`config.mk`:
```
export PLATFORM = sky130hd
export DESIGN_NAME = twos_complement_serial
export DESIGN_NICKNAME = d
export VERILOG_FILES = /design/src/rtl/twos_complement_serial.sv
export SDC_FILE = /design/constraint.sdc
export NUM_CORES = 1
export LEC_CHECK = 0
export CAP_MARGIN = 20
export CORE_UTILIZATION = 53
export CTS_CLUSTER_SIZE = 14
export DETAILED_ROUTE_END_ITERATION = 10
export HOLD_SLACK_MARGIN = 0.06
export PLACE_DENSITY = 0.92
export SYNTH_ARGS = -nofsm -noshare
export SYNTH_HDL_FRONTEND = slang
export SYNTH_SLANG_ARGS = --single-unit
```
`constraint.sdc`:
```
create_clock -name clk -period 3.6 [get_ports clk]
set_input_delay 0.9 -clock clk [delete_from_list [all_inputs] [get_ports clk]]
set_output_delay 0.9 -clock clk [all_outputs]
set_load 0.03 [all_outputs]
```
`src/rtl/twos_complement_serial.sv`:
```
// twos_complement_serial: bit-serial two's complement engine (negate / absolute value).
// A WIDTH-bit operand is accepted on a valid/ready handshake, then processed LSB-first,
// one bit per clock, with the copy-through-first-one-then-invert rule. The result is held
// behind a second valid/ready handshake.
// Optional build macro: TWOS_SAT_EN -- when defined, the most-negative operand saturates to
// the largest positive value instead of wrapping back to itself. out_ovf flags it either way.
module twos_complement_serial #(
  parameter int unsigned WIDTH = 8
) (
  input  logic             clk,
  input  logic             rst,
  input  logic             in_valid,
  output logic             in_ready,
  input  logic [WIDTH-1:0] in_data,
  input  logic             mode,
  output logic             out_valid,
  input  logic             out_ready,
  output logic [WIDTH-1:0] out_data,
  output logic             out_ovf,
  output logic             busy
);

  localparam int unsigned     CNT_W    = (WIDTH > 1) ? $clog2(WIDTH) : 1;
  localparam logic [CNT_W-1:0] LAST_BIT = CNT_W'(WIDTH - 1);
  localparam logic [WIDTH-1:0] MIN_NEG  = {1'b1, {(WIDTH - 1){1'b0}}};
  localparam logic [WIDTH-1:0] MAX_POS  = {1'b0, {(WIDTH - 1){1'b1}}};

  typedef enum logic [1:0] {
    S_IDLE  = 2'd0,
    S_SHIFT = 2'd1,
    S_DONE  = 2'd2
  } state_e;

  state_e           state_q, state_d;
  logic [WIDTH-1:0] shift_q, shift_d;
  logic             mode_q, mode_d;
  logic             msb_q, msb_d;
  logic             seen_q, seen_d;
  logic [CNT_W-1:0] cnt_q, cnt_d;
  logic [WIDTH-1:0] out_data_q, out_data_d;
  logic             out_ovf_q, out_ovf_d;

  // Serial datapath: current bit, its transformed value, and the word it completes.
  logic             in_bit;
  logic             copy_through;
  logic             out_bit;
  logic [WIDTH-1:0] shifted;
  logic             ovf_det;
  logic [WIDTH-1:0] final_data;

  // Per-bit transform: copy until the first one is passed (or always, for abs of a non-negative).
  always_comb begin
    in_bit       = shift_q[0];
    copy_through = ~seen_q | (mode_q & ~msb_q);
    out_bit      = copy_through ? in_bit : ~in_bit;
    shifted      = {out_bit, shift_q[WIDTH-1:1]};
    // Only the operand 100..0 with a negative MSB can produce 100..0 as its result.
    ovf_det      = msb_q & (shifted == MIN_NEG);
`ifdef TWOS_SAT_EN
    final_data   = ovf_det ? MAX_POS : shifted;
`else
    final_data   = shifted;
`endif
  end

  // State and datapath registers with synchronous reset.
  always_ff @(posedge clk) begin
    if (rst) begin
      state_q    <= S_IDLE;
      shift_q    <= '0;
      mode_q     <= 1'b0;
      msb_q      <= 1'b0;
      seen_q     <= 1'b0;
      cnt_q      <= '0;
      out_data_q <= '0;
      out_ovf_q  <= 1'b0;
    end else begin
      state_q    <= state_d;
      shift_q    <= shift_d;
      mode_q     <= mode_d;
      msb_q      <= msb_d;
      seen_q     <= seen_d;
      cnt_q      <= cnt_d;
      out_data_q <= out_data_d;
      out_ovf_q  <= out_ovf_d;
    end
  end

  // Next-state and datapath update; everything holds unless a state says otherwise.
  always_comb begin
    state_d    = state_q;
    shift_d    = shift_q;
    mode_d     = mode_q;
    msb_d      = msb_q;
    seen_d     = seen_q;
    cnt_d      = cnt_q;
    out_data_d = out_data_q;
    out_ovf_d  = out_ovf_q;

    case (state_q)
      S_IDLE: begin
        if (in_valid) begin
          shift_d = in_data;
          mode_d  = mode;
          msb_d   = in_data[WIDTH-1];
          seen_d  = 1'b0;
          cnt_d   = '0;
          state_d = S_SHIFT;
        end
      end
      S_SHIFT: begin
        shift_d = shifted;
        seen_d  = seen_q | in_bit;
        if (cnt_q == LAST_BIT) begin
          out_data_d = final_data;
          out_ovf_d  = ovf_det;
          state_d    = S_DONE;
        end else begin
          cnt_d = cnt_q + CNT_W'(1);
        end
      end
      S_DONE: begin
        if (out_ready) begin
          state_d = S_IDLE;
        end
      end
      default: begin
        state_d = S_IDLE;
      end
    endcase
  end

  // Handshake flags decode straight from the state register.
  assign in_ready  = (state_q == S_IDLE);
  assign out_valid = (state_q == S_DONE);
  assign busy      = (state_q != S_IDLE);
  assign out_data  = out_data_q;
  assign out_ovf   = out_ovf_q;

endmodule

```
==> qor.csv, run 1 <==
stage,metric,value,unit
power_and_ir_drop,internal power,0.368,mW
cts,CTS resizes,0,
layout,Layout area overhead,20.8,%
floorplanning,Starting Density,57.8,%
power_and_ir_drop,Clk pwr share,24.3,%
outcome,status,completed,
logic_synthesis,ys async rst share,0,%
sta,Final Slew Violations,0,
cts,# hold bufs at CTS,0,
routing,Final ANT Viol Nets,0,
logic_synthesis,Synth Register Bits,25,
logic_synthesis,mean post-synth cell area,8.51,um^2
routing,wire length per cell,13.2,um
cts,CTS max path bufs,2,
sta,endpoints failing setup,0,
sta,final hold vios,0,
layout,fin nets,171,
place,placed inst area,1370,um^2
logic_synthesis,sequential share of the synthesized area,43.2,%
worst_setup_path,Worst Path Arrival,1.93,ns
logic_synthesis,Post-Syn Nets,151,
routing,drt via density,5.51,
layout,final instance area,1400,um^2
routing,1st-pass router iterations,4,
power_and_ir_drop,power per cell area,360,nW/um^2
logic_synthesis,Post-synth EDFFs,0,
job,max-cap violations,0,
sta,clk_skew,0.00173,ns
power_and_ir_drop,sequential share of power,60.4,%
worst_setup_path,CP Capture Type,output pin,
logic_synthesis,synth unique cells,33,
routing,# DRC,0,
worst_setup_path,type of origin of the critical path,flop,
hold_path,worst hold path class,flop to flop,
sta,Tmin final,2.83,ns
grt,initial antenna violation count,0,
grt,wire length of the first global-routing pass,4.19,mm
sta,setup TNS,0,ns
power_and_ir_drop,Switch Pwr,0.135,mW
sta,relative slew slack,35.7,%
sta,RSZ-0062 raised after global routing,no,
power_and_ir_drop,worst ir drop on vdd,0.239,mV
cts,Post-CTS Setup Bufs,0,
cts,H-tree levels,1,
place,HPWL Detailed,1.76,mm
cts,CTS tree,done,
grt,grt ovf,0,
sta,Peak Freq,353,MHz
place,Place WS,1.11,ns
grt,largest net degree at the start of global routing,27,
grt,vias in the first global route,951,
cts,CTS Sinks,25,
sta,Tcrit/Tclk final,78.6,%
routing,initial drt markers,23,
place,number of port buffers,24,
layout,share of cells above drive strength 1,7.74,%
cts,TritonCTS buffer count,3,
sta,final worst setup slack,0.771,ns
floorplanning,# rows,16,
cts,Root Buffer,clkbuf_4,
power_and_ir_drop,Gate power share,15.3,%
place,placed insts,178,
logic_synthesis,cells after synthesis,136,
worst_setup_path,"Max FO, Critical Path",12,
worst_setup_path,CP Class,flop to output pin,
worst_setup_path,CP required,2.70,ns
logic_synthesis,synthesized area,1160,um^2
grt,GRT Util Overall,22.3,%
floorplanning,chip width,48.7,um
power_and_ir_drop,Net Sw Frac,26.8,%
floorplanning,I/O pin count,25,
layout,Post-Layout Cell Count,182,
cts,Skew-Pair Late Insertion Delay,0.31,ns
floorplanning,Die ar.,2370,um^2
floorplanning,core area,2000,um^2
routing,DRT Wirelength,2.41,mm
routing,vias post-DR,1002,
power_and_ir_drop,static leakage power,0.510,nW
sta,actual slew at the worst max-slew pin,0.961,ns
cts,clk slew on worst S/H paths,0.13,ns
logic_synthesis,"Warnings, synthesis",0,
place,GPL Wtd Cong,0.794,
floorplanning,height of the chip,48.7,um
logic_synthesis,"Primary FF master, synth",dfxtp_1,
layout,ant diodes,0,
routing by layer:
layer | share of wire [%] | GRT usage [%]
met1 | 45 | 27.6
met2 | 49 | 39.6
met3 | 4.2 | 2.83
met4 | 1.3 | 7.35
met5 | 0 | 0
layout make-up:
class                   instances  area (um^2)
clock buffers                   4         26.3
repair buffers                 24          240
flip-flops and latches         25          500
multi-input cells             100          589
fillers                       166          604
well taps                      27         33.8
inverters                       2         7.51
power by group through the flow:
stage	sequential (mW)	clock (mW)	combinational [mW]
after global placement	0.309	0	0.0727
after detailed placement	0.309	0	0.0758
after floorplan	0.303	0	0.0579
after global routing	0.306	0.142	0.0835
final	0.304	0.122	0.0768
after CTS	0.303	0.124	0.0763
kinds of logic after synthesis:
group	count (synthesis)	share of synthesized area, %
AND/OR/NAND/NOR	68	29.8
adder cells (fa/ha/maj)	2	2.16
multiplexers	1	0.865
AO/OA/AOI/OAI	28	17.3
XOR/XNOR	1	0.757
buffers and inverters	11	5.84
flip-flops	25	43.2
path summary, 6_finish.rpt:
check,startpoint,endpoint,slack [ns],depth (start not counted)
hold / removal,out_data[1],out_data[1],0.46,2
setup / recovery,state_q[1],out_valid,0.77,2
hold reg to reg,out_data[1],out_data[1],0.46,2
setup reg to reg,state_q[0],out_data[7],1.62,4
stage by stage:
stage	power (mW)	utilization (%)	hold slack, ns
6_report	0.503	69.8	0.463
5_1_grt	0.531	69.8	0.491
4_1_cts	0.503	69.8	0.467
3_5_place_dp	0.385	68.5	0.449
3_3_place_gp	0.381	68.5	0.447
2_1_floorplan	0.361	-	0.437
flip-flops by register name, summed over array words and instances (netlist names):
name,flops
cnt_q,3
state_q,2
msb_q,1
shift_q,8
mode_q,1
out_ovf,1
seen_q,1
out_data,8
worst max-delay path, stage by stage (launching register included):
cell	delay [ns]
dfxtp_1	0.67
nor2b_1	0.25
clkdlybuf4s50_1	0.70
cell usage in the layout, fill, tap and decap left out, drive strengths merged:
cell | synthesis | layout
a211oi | 1 | 1
a21o | 1 | 1
a21oi | 13 | 13
a311oi | 7 | 7
a31oi | 2 | 2
and2 | 1 | 1
clkbuf | 2 | 4
clkdlybuf4s50 | 0 | 24
dfxtp | 25 | 25
ha | 2 | 2
inv | 2 | 2
mux2i | 1 | 1
nand2 | 32 | 32
nand2b | 5 | 5
nand3 | 2 | 2
nand3b | 1 | 1
nand4b | 1 | 1
nor2 | 18 | 18
nor2b | 3 | 3
nor3 | 1 | 1
nor4 | 1 | 1
nor4b | 1 | 1
nor4bb | 2 | 2
o21ai | 3 | 3
o31ai | 1 | 1
xor2 | 1 | 1
synth_stat cells (2+ instances only):
| master | n | share of area [%] |
|---|---|---|
| nand2b_1 | 5 | 2.7 |
| nor2b_1 | 3 | 1.6 |
| a311oi_1 | 4 | 3.0 |
| clkbuf_1 | 2 | 0.65 |
| buf_6 | 2 | 1.9 |
| buf_4 | 2 | 1.3 |
| nor4bb_1 | 2 | 1.7 |
| ha_1 | 2 | 2.2 |
| nor2_1 | 15 | 4.9 |
| o21ai_0 | 3 | 1.3 |
| a21oi_1 | 13 | 5.6 |
| nand3_1 | 2 | 0.86 |
| inv_1 | 2 | 0.65 |
| a31oi_1 | 2 | 1.1 |
| buf_2 | 3 | 1.3 |
| dfxtp_1 | 25 | 43 |
| nand2_1 | 31 | 10 |
| a311oi_2 | 3 | 3.9 |
No activity file was read; power rests on OpenSTA's default activity.
==> run 2: changes to the inputs <==
--- a/config.mk
+++ b/config.mk
@@ -6,11 +6,11 @@
 export NUM_CORES = 1
 export LEC_CHECK = 0
 export CAP_MARGIN = 20
-export CORE_UTILIZATION = 53
+export CORE_UTILIZATION = 44
 export CTS_CLUSTER_SIZE = 14
 export DETAILED_ROUTE_END_ITERATION = 10
 export HOLD_SLACK_MARGIN = 0.06
-export PLACE_DENSITY = 0.92
+export PLACE_DENSITY = 0.83
 export SYNTH_ARGS = -nofsm -noshare
 export SYNTH_HDL_FRONTEND = slang
 export SYNTH_SLANG_ARGS = --single-unit
==> constraint.sdc (replaced) <==
create_clock -name clk -period 2.4 [get_ports clk]
set_input_delay 0.6 -clock clk [delete_from_list [all_inputs] [get_ports clk]]
set_output_delay 0.6 -clock clk [all_outputs]
set_load 0.03 [all_outputs]
==> qor.csv, run 2 (same netlist as run 1, synthesis figures left out) <==
stage,metric,value,unit,change
outcome,status,completed,,
sta,actual slew at the worst max-slew pin,0.447,ns,-0.514 ns
routing,wire length per cell,12.7,um,-4.2%
routing,# DRC,0,,unchanged
sta,Final Slew Violations,0,,unchanged
worst_setup_path,critical path's top delay family,buffers and inverters,,
floorplanning,Die ar.,2840,um^2,+20%
routing,routed length on met1,1.04,mm,-4.0%
layout,Post-Layout Cell Count,189,,+3.8%
sta,relative slew slack,70.1,%,+34 points
hold_path,worst hold path class,flop to flop,,
cts,# hold bufs at CTS,0,,unchanged
layout,"commonest non-fill, non-tap cell in the layout",nand2_1,,
cts,CTS tree,done,,
routing,initial drt markers,15,,-35%
cts,CTS max path bufs,2,,unchanged
layout,fin util,57.8,%,-12 points
place,number of port buffers,24,,unchanged
sta,final hold vios,0,,unchanged
grt,wire length of the first global-routing pass,3.92,mm,-6.4%
worst_setup_path,"Max FO, Critical Path",11,,-1
sta,RSZ-0062 raised after global routing,no,,
place,GPL Wtd Cong,0.785,,-1.1%
layout,fin nets,175,,+2.3%
power_and_ir_drop,static leakage power,0.531,nW,+4.0%
worst_setup_path,worst-path cell with the longest stage delay,clkdlybuf4s50_1,,
power_and_ir_drop,worst ir drop on vdd,0.363,mV,+52%
routing,drt via density,5.35,,-2.7%
place,placed insts,185,,+3.9%
routing,1st-pass router iterations,4,,unchanged
cts,H-tree levels,1,,unchanged
sta,WHS,0.461,ns,-0.00212 ns
layout,Multi-input gate area,589,um^2,unchanged
sta,final worst setup slack,0.113,ns,-0.657 ns
layout,most frequent cells in the layout,"31 x nand2_1, 24 x dfxtp_1, 24 x clkdlybuf4s50_1, 15 x nor2_1, 13 x a21oi_1",,
worst_setup_path,Worst Path Buf+Inv,1,,unchanged
sta,endpoints failing setup,0,,unchanged
worst_setup_path,"Cell Chain, Critical Path",nor2_1 > clkdlybuf4s50_1,,
sta,Peak Freq,437,MHz,
worst_setup_path,type of origin of the critical path,flop,,
layout,ant diodes,0,,unchanged
sta,Tcrit/Tclk final,95.3,%,
grt,grt ovf,0,,unchanged
grt,vias in the first global route,923,,-2.9%
layout,number of fill cells,247,,+49%
floorplanning,core area,2480,um^2,+24%
worst_setup_path,CP Capture Type,output pin,,
routing,DRT Wirelength,2.39,mm,-0.50%
floorplanning,# rows,18,,+2
layout,share of cells above drive strength 1,10.7,%,+2.9 points
place,HPWL Detailed,1.82,mm,+3.2%
cts,TritonCTS buffer count,3,,unchanged
floorplanning,Starting Density,46.7,%,-11 points
worst_setup_path,Worst Path Arrival,1.69,ns,-0.24 ns
cts,clk slew on worst S/H paths,0.13,ns,about the same
power_and_ir_drop,power per cell area,529,nW/um^2,+47%
routing,vias post-DR,1012,,+1.0%
worst_setup_path,CP max stage delay,0.73,ns,+0.03 ns
routing,max layer used,met4,,
routing,met2 wire length,1.21,mm,+1.7%
sta,clk_skew,0.00195,ns,+0.000220 ns
cts,Skew-Pair Late Insertion Delay,0.31,ns,about the same
routing,DR WL met3,89,um,-11%
grt,GRT Util Overall,19.4,%,-2.8 points
floorplanning,chip width,53.3,um,+9.3%
routing,Final ANT Viol Nets,0,,unchanged
floorplanning,height of the chip,53.3,um,+9.3%
sta,Tmin final,2.29,ns,
place,Place WS,0.404,ns,-0.707 ns
cts,Root Buffer,clkbuf_4,,
grt,largest net degree at the start of global routing,15,,-44%
layout,Layout area overhead,23.8,%,
worst_setup_path,CP Class,flop to output pin,,
layout,final instance area,1430,um^2,+2.5%
layout,Sequential Area,502,um^2,+0.25%
cts,CTS Sinks,25,,unchanged
power_and_ir_drop,PnR Total Power,0.758,mW,+51%
sta,setup TNS,0,ns,unchanged
grt,initial antenna violation count,0,,unchanged
place,placed inst area,1410,um^2,+2.5%
worst_setup_path,CP required,1.80,ns,-0.90 ns
job,max-cap violations,0,,unchanged
floorplanning,I/O pin count,25,,unchanged
-- run 2: final timing paths --
check,start,to,slack [ns],depth (start not counted)
min reg2reg,out_data[1],out_data[1],0.46,2
min,out_data[1],out_data[1],0.46,2
max,state_q[0],in_ready,0.11,2
max reg2reg,state_q[1],out_data[5],0.92,6
-- run 2: worst register-to-register path, cell delays in order (launching register included) --
cell	delay [ns]
dfxtp_1	0.36
buf_4	0.19
nor2b_1	0.11
buf_4	0.17
and2_1	0.33
nand2_1	0.11
a21oi_1	0.15
-- run 2: layer usage --
layer  up-vias  GRT usage [%]
met5         -              0
met4         0           10.1
met3         7           2.87
met2        27           33.8
met1       466           22.6
li1        512              -
-- run 2: layout make-up --
| type | count | area share [%] |
|---|---|---|
| sequential | 25 | 35.0 |
| tap | 30 | 2.62 |
| multi-input combinational | 100 | 41.1 |
| inverter | 2 | 0.524 |
| timing repair buffer | 28 | 18.9 |
| clock buffer | 4 | 1.83 |
-- run 2: repair_timing --
| item | in CTS | in global routing |
|---|---|---|
| buffers inserted | 0 | 0 |
| gates resized for setup | 0 | 1 |
| endpoints found under the setup margin | 0 | 2 |
-- run 2: power by group --
group	switching, mW	internal (mW)	leakage [nW]
clock	0.119	0.0650	0.0150
sequential	0.0209	0.434	0.204
combinational	0.0617	0.0576	0.311
==> run 3: changes to the inputs <==
--- a/config.mk
+++ b/config.mk
@@ -6,11 +6,11 @@
 export NUM_CORES = 1
 export LEC_CHECK = 0
 export CAP_MARGIN = 20
-export CORE_UTILIZATION = 44
+export CORE_UTILIZATION = 49
 export CTS_CLUSTER_SIZE = 14
 export DETAILED_ROUTE_END_ITERATION = 10
 export HOLD_SLACK_MARGIN = 0.06
-export PLACE_DENSITY = 0.83
+export PLACE_DENSITY = 0.87
 export SYNTH_ARGS = -nofsm -noshare
 export SYNTH_HDL_FRONTEND = slang
 export SYNTH_SLANG_ARGS = --single-unit
==> constraint.sdc (replaced) <==
create_clock -name clk -period 2.45 [get_ports clk]
set_input_delay 0.6125 -clock clk [delete_from_list [all_inputs] [get_ports clk]]
set_output_delay 0.6125 -clock clk [all_outputs]
set_load 0.03 [all_outputs]
==> qor.csv, run 3 (same netlist as run 1, synthesis figures left out) <==
stage,metric,value,unit,change
outcome,status,completed,,
floorplanning,height of the chip,50.6,um,-5.0%
place,GPL Wtd Cong,0.796,,+1.4%
grt,wire length of the first global-routing pass,3.83,mm,-2.3%
routing,DRT Wirelength,2.28,mm,-4.8%
layout,number of fill cells,196,,-21%
hold_path,HP Start,out_data[1],,
floorplanning,Starting Density,52.3,%,+5.6 points
cts,H-tree levels,1,,unchanged
layout,Layout area overhead,22.9,%,
cts,TritonCTS buffer count,3,,unchanged
sta,WHS,0.466,ns,+0.00551 ns
layout,fin nets,174,,-0.57%
hold_path,WHS Path Cells,2,,unchanged
power_and_ir_drop,static leakage power,0.526,nW,-0.91%
grt,largest net degree at the start of global routing,17,,+2
grt,GRT Util Overall,19.9,%,+0.45 points
cts,CTS max path bufs,2,,unchanged
worst_setup_path,reg2reg setup slack,0.95,ns,+0.03 ns
power_and_ir_drop,worst ir drop on vdd,0.324,mV,-11%
sta,final hold vios,0,,unchanged
place,placed insts,182,,-1.6%
worst_setup_path,CP Class,flop to output pin,,
routing,# DRC,0,,unchanged
worst_setup_path,"Cell Chain, Critical Path",nor2_1 > clkdlybuf4s50_1,,
sta,actual slew at the worst max-slew pin,0.548,ns,+0.101 ns
worst_setup_path,CP Capture Type,output pin,,
sta,Tcrit/Tclk final,92.7,%,
grt,grt ovf,0,,unchanged
hold_path,Hold Crit Endpoint,out_data[1],,
routing,drt via density,5.45,,+1.7%
job,max-cap violations,0,,unchanged
cts,Skew-Pair Late Insertion Delay,0.31,ns,about the same
cts,CTS tree,done,,
floorplanning,I/O pin count,25,,unchanged
sta,RSZ-0062 raised after global routing,no,,
place,number of port buffers,24,,unchanged
layout,most frequent cells in the layout,"31 x nand2_1, 24 x dfxtp_1, 24 x clkdlybuf4s50_1, 15 x nor2_1, 13 x a21oi_1",,
sta,Final Slew Violations,0,,unchanged
cts,clk slew on worst S/H paths,0.13,ns,about the same
worst_setup_path,Worst Path Arrival,1.66,ns,-0.03 ns
floorplanning,Die ar.,2560,um^2,-9.8%
grt,vias in the first global route,943,,+2.2%
sta,Tmin final,2.27,ns,
cts,CTS Sinks,25,,unchanged
place,Place WS,0.434,ns,+0.0299 ns
floorplanning,# rows,17,,-1
grt,initial antenna violation count,0,,unchanged
worst_setup_path,CP required,1.84,ns,+0.04 ns
layout,Post-Layout Cell Count,186,,-1.6%
layout,share of cells above drive strength 1,10.1,%,-0.57 points
sta,clk_skew,0.00121,ns,-0.000742 ns
floorplanning,chip width,50.6,um,-5.0%
routing,vias post-DR,1013,,+0.099%
worst_setup_path,worst reg2reg path depth,6,,unchanged
worst_setup_path,RR Endpoint,out_data[7],,
power_and_ir_drop,power per cell area,521,nW/um^2,-1.5%
routing,Final ANT Viol Nets,0,,unchanged
sta,endpoints failing setup,0,,unchanged
sta,final worst setup slack,0.179,ns,+0.0660 ns
worst_setup_path,CP max stage delay,0.73,ns,about the same
layout,ant diodes,0,,unchanged
place,HPWL Detailed,1.70,mm,-6.5%
floorplanning,core area,2210,um^2,-11%
routing,1st-pass router iterations,4,,unchanged
hold_path,worst hold path class,flop to flop,,
sta,setup TNS,0,ns,unchanged
worst_setup_path,type of origin of the critical path,flop,,
sta,Peak Freq,440,MHz,
worst_setup_path,worst r2r src,state_q[1],,
sta,relative slew slack,63.3,%,-6.8 points
worst_setup_path,worst-path cell with the longest stage delay,clkdlybuf4s50_1,,
worst_setup_path,"Max FO, Critical Path",11,,unchanged
routing,wire length per cell,12.3,um,-3.2%
cts,Post-CTS Setup Bufs,0,,unchanged
cts,Root Buffer,clkbuf_4,,
layout,"commonest non-fill, non-tap cell in the layout",nand2_1,,
routing,initial drt markers,19,,+4
==> run 3: cell count changes in the layout (fill, tap and decap cells not counted), sizes merged <==
cell	delta
buf	-1
==> run 3: worst max path at each step <==
| stage | to | cells past startpoint | start |
|---|---|---|---|
| 2_1_floorplan | busy | 3 | state_q[1] |
| 3_3_place_gp | busy | 3 | state_q[0] |
| 3_5_place_dp | busy | 3 | state_q[0] |
| 4_1_cts | busy | 3 | state_q[0] |
| 5_1_grt | in_ready | 2 | state_q[0] |
| 6_report | in_ready | 2 | state_q[0] |
==> run 3: timing repair <==
item | in CTS | in global routing
hold buffers | 0 | 0
setup endpoints to repair | 0 | 1
gates resized for setup | 0 | 1
==> run 3: worst max-delay path: cells and delay by family (launching register included) <==
| family | cells | cell delay [ns] |
|---|---|---|
| DFF | 1 | 0.40 |
| and+or+nand+nor | 1 | 0.21 |
| buffers and inverters | 1 | 0.73 |
==> run 3: area by class of cell <==
class | instances | area (um^2) | share of cell area (%)
tap | 28 | 35.0 | 2.46
clock buffer | 4 | 26.3 | 1.85
timing repair buffer | 27 | 263 | 18.5
inverter | 2 | 7.51 | 0.528
sequential | 25 | 502 | 35.3
multi-input combinational | 100 | 589 | 41.4
==> run 3: routing by layer <==
layer	part of all wire, %	global-route usage, %	vias up	wire length, um
met5	0	0	-	0
met4	1.6	10.2	0	36
met3	6.1	3.33	4	140
met2	49	33.6	41	1120
met1	43	24.1	461	986
li1	-	-	507	-
==> run 3: power by group <==
part           switching [mW]  internal (mW)
combinational          0.0593         0.0554
sequential             0.0215          0.425
clock                   0.117         0.0636
==> run 3: through the flow <==
step	cell area (um^2)	power, mW	utilization, %
floorplan	1160	0.531	-
global placement	1400	0.564	63.1
detailed placement	1400	0.569	63.1
CTS	1420	0.748	64.3
global route	1420	0.774	64.3
finish	1420	0.741	64.3
